[config.mk]
export PLATFORM = sky130hd
export DESIGN_NAME = wb_cfg_serializer
export DESIGN_NICKNAME = d
export VERILOG_FILES = /design/src/rtl/cfg_pkg.sv /design/src/rtl/cfg_piso.sv /design/src/rtl/wb_cfg_serializer.sv
export SDC_FILE = /design/constraint.sdc
export NUM_CORES = 1
export LEC_CHECK = 0
export ABC_AREA = 1
export BUFFER_PORTS_ARGS = -buffer_cell sky130_fd_sc_hd__buf_4
export CORE_ASPECT_RATIO = 1.75
export CORE_MARGIN = 5
export CORE_UTILIZATION = 35
export CTS_CLUSTER_DIAMETER = 30
export DETAILED_ROUTE_END_ITERATION = 16
export GPL_TIMING_DRIVEN = 0
export HOLD_SLACK_MARGIN = 0.03
export PLACE_DENSITY = 0.68
export SLEW_MARGIN = 20
export SYNTH_ARGS = -nofsm -noshare
export SYNTH_HDL_FRONTEND = slang
export SYNTH_SLANG_ARGS = --single-unit
[constraint.sdc]
create_clock -name wb_clk_i -period 2.35 [get_ports wb_clk_i]
set_clock_uncertainty 0.1 [all_clocks]
set_input_delay 0 -clock wb_clk_i [delete_from_list [all_inputs] [get_ports wb_clk_i]]
set_output_delay 0 -clock wb_clk_i [all_outputs]
set_load 0.03 [all_outputs]
[src/rtl/cfg_pkg.sv]
`default_nettype none
// +--------------------------------------------------------------------------+
// | cfg_pkg : shared types and constants for the column config serializer    |
// | Rev 1.0                                                                   |
// +--------------------------------------------------------------------------+
package cfg_pkg;

  localparam int CFG_WORD_W = 32;
  localparam int BIT_CNT_W  = 5;

  // Status register layout: {busy, 15'b0, last_col[7:0], word_cnt[7:0]}
  localparam int STAT_WCNT_LSB = 0;
  localparam int STAT_LCOL_LSB = 8;
  localparam int STAT_BUSY_BIT = 31;

  typedef enum logic [2:0] {
    ST_IDLE  = 3'd0,
    ST_START = 3'd1,
    ST_SHIFT = 3'd2,
    ST_ACK   = 3'd3,
    ST_RACK  = 3'd4
  } state_e;

endpackage
`default_nettype wire

[src/rtl/cfg_piso.sv]
`default_nettype none
// +--------------------------------------------------------------------------+
// | cfg_piso : 32-bit parallel-load, shift-right register with bit counter   |
// | Rev 1.0                                                                   |
// +--------------------------------------------------------------------------+
module cfg_piso
  import cfg_pkg::*;
(
  input  logic                  clk,
  input  logic                  rst_n,
  input  logic                  i_load,
  input  logic                  i_shift,
  input  logic [CFG_WORD_W-1:0] i_din,
  output logic                  o_dout,
  output logic                  o_last
);

  logic [CFG_WORD_W-1:0] sr_q, sr_d;
  logic [BIT_CNT_W-1:0]  cnt_q, cnt_d;

  always_comb begin
    sr_d  = sr_q;
    cnt_d = cnt_q;
    if (i_load) begin
      sr_d  = i_din;
      cnt_d = '0;
    end else if (i_shift) begin
      sr_d  = {1'b0, sr_q[CFG_WORD_W-1:1]};
      cnt_d = cnt_q + 1'b1;
    end
  end

  always_ff @(posedge clk or negedge rst_n) begin
    if (!rst_n) begin
      sr_q  <= '0;
      cnt_q <= '0;
    end else begin
      sr_q  <= sr_d;
      cnt_q <= cnt_d;
    end
  end

  assign o_dout = sr_q[0];
  // Counter holds the index of the bit currently on o_dout.
  assign o_last = (cnt_q == '1);

endmodule
`default_nettype wire

[src/rtl/wb_cfg_serializer.sv]
`default_nettype none
// +--------------------------------------------------------------------------+
// | wb_cfg_serializer : Wishbone slave feeding per-column serial cfg chains  |
// | Rev 1.0                                                                   |
// +--------------------------------------------------------------------------+
module wb_cfg_serializer
  import cfg_pkg::*;
#(
  parameter int          MX            = 2,
  parameter int          WORDS_PER_COL = 4,
  parameter logic [31:0] BASE_ADDR     = 32'h3000_0000,
  parameter logic [31:0] STATUS_OFS    = 32'h100
) (
  input  logic          wb_clk_i,
  input  logic          wb_rst_ni,
  input  logic          wbs_stb_i,
  input  logic          wbs_cyc_i,
  input  logic          wbs_we_i,
  input  logic [3:0]    wbs_sel_i,
  input  logic [31:0]   wbs_adr_i,
  input  logic [31:0]   wbs_dat_i,
  output logic          wbs_ack_o,
  output logic [31:0]   wbs_dat_o,
  output logic [MX-1:0] col_sel,
  output logic          cfg_out_start,
  output logic          cfg_bit_out,
  output logic          cfg_bit_out_valid
);

  state_e      state_q, state_d;
  logic [7:0]  word_cnt_q, word_cnt_d;
  logic [7:0]  last_col_q, last_col_d;
  logic [31:0] rdata_q, rdata_d;

  logic          w_req, w_load, w_shift, w_sr_bit, w_last_bit;
  logic          w_wr_hit, w_stat_hit;
  logic [31:0]   w_offs, w_status;
  logic [7:0]    w_col;
  logic [MX-1:0] w_col_onehot;

  assign w_req      = wbs_stb_i & wbs_cyc_i;
  // Unsigned wrap makes addresses below BASE_ADDR fall outside the window too.
  assign w_offs     = wbs_adr_i - BASE_ADDR;
  assign w_col      = w_offs[9:2];
  assign w_wr_hit   = wbs_we_i && (wbs_sel_i == 4'hF) && (w_offs[1:0] == 2'b00)
                      && (w_offs < 32'(4 * MX));
  assign w_stat_hit = !wbs_we_i && (wbs_adr_i == BASE_ADDR + STATUS_OFS);

  always_comb begin
    w_status                           = '0;
    w_status[STAT_BUSY_BIT]            = (state_q != ST_IDLE);
    w_status[STAT_LCOL_LSB +: 8]       = last_col_q;
    w_status[STAT_WCNT_LSB +: 8]       = word_cnt_q;
  end

  always_comb begin
    w_col_onehot = '0;
    for (int i = 0; i < MX; i++) begin
      w_col_onehot[i] = (last_col_q == 8'(i));
    end
  end

  always_comb begin
    state_d           = state_q;
    word_cnt_d        = word_cnt_q;
    last_col_d        = last_col_q;
    rdata_d           = rdata_q;
    w_load            = 1'b0;
    w_shift           = 1'b0;
    wbs_ack_o         = 1'b0;
    wbs_dat_o         = '0;
    col_sel           = '0;
    cfg_out_start     = 1'b0;
    cfg_bit_out       = 1'b0;
    cfg_bit_out_valid = 1'b0;
    case (state_q)
      ST_IDLE: begin
        if (w_req) begin
          if (w_wr_hit) begin
            w_load     = 1'b1;
            last_col_d = w_col;
            if (w_col != last_col_q) word_cnt_d = '0;
            state_d    = ST_START;
          end else begin
            rdata_d = w_stat_hit ? w_status : '0;
            state_d = ST_RACK;
          end
        end
      end
      ST_START: begin
        col_sel       = w_col_onehot;
        cfg_out_start = (word_cnt_q == '0);
        state_d       = ST_SHIFT;
      end
      ST_SHIFT: begin
        col_sel           = w_col_onehot;
        cfg_bit_out       = w_sr_bit;
        cfg_bit_out_valid = 1'b1;
        w_shift           = 1'b1;
        if (w_last_bit) state_d = ST_ACK;
      end
      ST_ACK: begin
        col_sel    = w_col_onehot;
        wbs_ack_o  = 1'b1;
        word_cnt_d = (word_cnt_q == 8'(WORDS_PER_COL - 1)) ? '0 : word_cnt_q + 8'd1;
        state_d    = ST_IDLE;
      end
      ST_RACK: begin
        wbs_ack_o = 1'b1;
        wbs_dat_o = rdata_q;
        state_d   = ST_IDLE;
      end
      default: state_d = ST_IDLE;
    endcase
  end

  always_ff @(posedge wb_clk_i or negedge wb_rst_ni) begin
    if (!wb_rst_ni) begin
      state_q    <= ST_IDLE;
      word_cnt_q <= '0;
      last_col_q <= '0;
      rdata_q    <= '0;
    end else begin
      state_q    <= state_d;
      word_cnt_q <= word_cnt_d;
      last_col_q <= last_col_d;
      rdata_q    <= rdata_d;
    end
  end

  cfg_piso u_piso (
    .clk     (wb_clk_i),
    .rst_n   (wb_rst_ni),
    .i_load  (w_load),
    .i_shift (w_shift),
    .i_din   (wbs_dat_i),
    .o_dout  (w_sr_bit),
    .o_last  (w_last_bit)
  );

endmodule
`default_nettype wire
==> flow_summary.yaml <==
detailed_routing:
  drc: 0
  wl_um: 10700
  wl_per_cell_um: 11.5
  drt_iter0_markers: 81
  dr.pass1.iters: 4
  vias: 3998
  viasPerCell: 4.31
  antenna_left: 0
finish:
  final_cell_area_sq_um: 5920
  fillers: 1160
  synthToLayoutAreaGrowth_pct: 38.3
  drive_above_1_share_pct: 20.1
  stdcell_count: 928
  nets: 838
  num_antenna_cells: 0
  fin_util_pct: 49.3
place:
  dp_cells: 879
  placed_area_sq_um: 5260
  dp.final_hpwl_um: 7910
  place_congestion: 0.811
  port_buffers: 95
global_route:
  overflow: 0
  gr-usage-met2_pct: 28.9
  grt_start_max_net_pins: 74
  antenna_found_initial: 0
  grt_pass1_vias: 3905
  grt_use_met1_pct: 17.8
  top_usage_layer: "met2"
  grt_pass1_wl_um: 18300
  track_usage_pct: 15.7
  grt_util_met3_pct: 2.36
critical_path:
  worst_setup_path_start_kind: "register"
  r2r_setup_slack_ns: 0.59
  path_cells: "nor3_2 -> inv_2 -> clkbuf_1 -> nor2_1 -> buf_4"
  cp.required_ns: 2.25
  cp_top_family: "buffers and inverters"
  regToRegEndpoint: "u_piso.sr_q[16]$_DFFE_PN0P_"
  r2r-start: "state_q[0]$_DFFE_PN0P_"
  critical-path-max-stage-delay_ns: 0.47
  cp_max_fo: 10
  worst-setup-path-type: "register to primary output"
  cpMaxStageDelayCell: "dfrtp_1"
  worstSetupEndpointType: "primary output"
  rr_worst_depth: 7
  worstPathArrival_ns: 1.86
  crit_buf_inv: 3
floorplan:
  io_pins: 111
  start_util_pct: 35.7
  die_w_um: 93.6
  dieArea_sq_um: 14600
  rows: 53
  die_h_um: 156
  coreArea_sq_um: 12000
synth:
  synth_cell_types: 32
  ys_ff_latch: 73
  syn_area_sq_um: 4280
  syn_area_per_cell_sq_um: 7.08
  yosys_warnings: 0
  yosysSeqAreaShare_pct: 42.7
  synthCells: 605
power:
  peakVddDrop_v: 0.000501
  p_int_w: 0.00238
  p_sw_share_pct: 22.0
  power.density_nw_per_um2: 514
  fin_total_pwr_w: 0.00305
  pwr-share-comb_pct: 10.9
  p_leak_nw: 3.13
  share_clk_of_total_power_pct: 46.9
  seqPwrFrac_pct: 42.2
  p_switching_w: 0.000670
timing:
  fmaxAchievable_mhz: 511
  min_period_over_period_pct: 83.3
  slew_viol_final: 0
  max_slew_margin_pct: 37.6
  tightest_slew_ns: 0.937
  grt_setup_unrepaired: "no"
  fin_crit_ns: 1.96
  setup_viol: 0
  hold_viol: 0
  fin_tns_setup_ns: 0
flow_run:
  cap_violations: 0
clock_network:
  clkSinkCount: 73
  clock_latency_ns: 0.32
  cts_tree: "done"
  cts_made_buffers: 9
  cts_root_buffer: "clkbuf_16"
  ctsHtreeMaxLevel: 3
  cts_buffer_depth: 2
  path_clk_slew_ns: 0.06
min_path:
  worstHoldStart: "wbs_we_i"
  worst_hold_path.endpoint: "rdata_q[4]$_DFFE_PN0P_"
  hold_path.class: "input port to register"
  hold_path_depth: 6
run_status:
  outcome: "completed"
==> cell usage in the layout, fill, tap and decap left out, types with 3 or more instances in the layout <==
| cell type | instances |
|---|---|
| o21ai_1 | 12 |
| nor2_1 | 47 |
| nor2_4 | 3 |
| xnor2_1 | 8 |
| conb_1 | 15 |
| dfrtp_1 | 73 |
| nor2_2 | 3 |
| ha_1 | 4 |
| inv_1 | 111 |
| o21ai_0 | 6 |
| nand3_1 | 42 |
| clkbuf_16 | 9 |
| buf_4 | 116 |
| nor4_1 | 3 |
| nand2_1 | 193 |
| nand3b_1 | 5 |
| dlygate4sd3_1 | 36 |
| buf_2 | 6 |
| buf_6 | 3 |
| nand4_1 | 35 |
| clkbuf_1 | 10 |
| inv_2 | 3 |
==> registers in the layout (all words and copies together), names as in the netlist <==
name          count
u_piso.sr_q      32
rdata_q          17
last_col_q        8
word_cnt_q        8
u_piso.cnt_q      5
state_q           3
==> metrics by stage <==
step / setup WS (ns) / hold slack (ns)
after floorplan: 0.712 / -0.396
after global placement: 0.597 / 0.107
after detailed placement: 0.572 / 0.101
after CTS: 0.353 / 0.0484
after global routing: 0.234 / 0.0930
final: 0.394 / 0.0552
==> layout make-up <==
type / count / area, sq um / area share, %
flip-flops and latches: 73 / 1830 / 30.8
multi-input cells: 391 / 1820 / 30.7
repair buffers: 131 / 1070 / 18.1
inverters: 114 / 428 / 7.23
plain buffers: 41 / 263 / 4.44
clock buffers: 10 / 239 / 4.04
well taps: 165 / 206 / 3.49
clock inverters: 3 / 67.6 / 1.14
==> per-layer routing <==
layer / part of all wire (%) / vias up
li1: - / 2128
met1: 39 / 1760
met2: 55 / 97
met3: 3.9 / 13
met4: 1.8 / 0
met5: 0 / -
==> worst min-delay path, cell delays in order <==
cell and delay (ns):
buf_4 0.10, nor4_1 0.05, nand3_1 0.10, nor2_4 0.08, nand2_1 0.06, o21ai_1 0.05
==> timing repair <==
action / CTS / global route
endpoints found under the hold margin: 107 / 0
hold buffers: 36 / 0
buffers inserted: 0 / 0
gates resized for setup: 0 / 0
==> cells in the mapped netlist <==
cell type	number	area share (%)
nor2_4	3	0.79
nor2_2	3	0.44
nand3_2	2	0.47
nor4_1	3	0.44
o21ai_0	6	0.70
inv_1	111	9.7
nor3_2	1	0.23
nor3b_1	1	0.18
conb_1	1	0.088
a31oi_1	1	0.15
a21oi_1	2	0.23
buf_4	21	3.7
buf_6	3	0.79
nand3_1	42	4.9
ha_1	4	1.2
and2_1	1	0.15
nand3b_1	5	0.88
xor2_1	2	0.41
nand4_1	35	5.1
o21ai_1	12	1.4
nand2_1	193	17
and3_1	1	0.15
dfrtp_1	73	43
buf_2	6	0.70
xnor2_1	8	1.6
clkbuf_1	10	0.88
inv_2	3	0.26
nor3_1	1	0.12
or2_2	1	0.15
buf_1	1	0.088
o21ai_2	2	0.41
nor2_1	47	4.1
==> worst max path at each step <==
stage,startpoint,depth (start not counted),end,slack [ns]
6_report,state_q[2]$_DFFE_PN0P_,5,cfg_bit_out,0.39
3_3_place_gp,state_q[0]$_DFFE_PN0P_,8,u_piso.cnt_q[4]$_DFFE_PN0P_,0.60
3_5_place_dp,state_q[0]$_DFFE_PN0P_,7,u_piso.sr_q[21]$_DFFE_PN0P_,0.57
5_1_grt,state_q[2]$_DFFE_PN0P_,5,cfg_bit_out,0.23
2_1_floorplan,word_cnt_q[4]$_DFFE_PN0P_,3,cfg_out_start,0.71
4_1_cts,state_q[2]$_DFFE_PN0P_,5,cfg_bit_out,0.35
==> cell families after synthesis <==
| family | Yosys count | synth area share (%) |
|---|---|---|
| AND/OR/NAND/NOR | 339 | 35.0 |
| buffers and inverters | 155 | 16.1 |
| flip-flops | 73 | 42.7 |
| AO/OA/AOI/OAI | 23 | 2.89 |
| XOR/XNOR | 10 | 2.05 |
| adder cells (fa/ha/maj) | 4 | 1.17 |
| other | 1 | 0.0876 |
==> power groups by stage <==
stage / clock network, W / logic [W] / registers, W
2_1_floorplan: 0 / 0.000140 / 0.00130
3_3_place_gp: 0 / 0.000285 / 0.00131
3_5_place_dp: 0 / 0.000288 / 0.00131
4_1_cts: 0.00146 / 0.000336 / 0.00128
5_1_grt: 0.00151 / 0.000373 / 0.00129
6_report: 0.00143 / 0.000332 / 0.00129
Power figures use the tool's default switching activity.
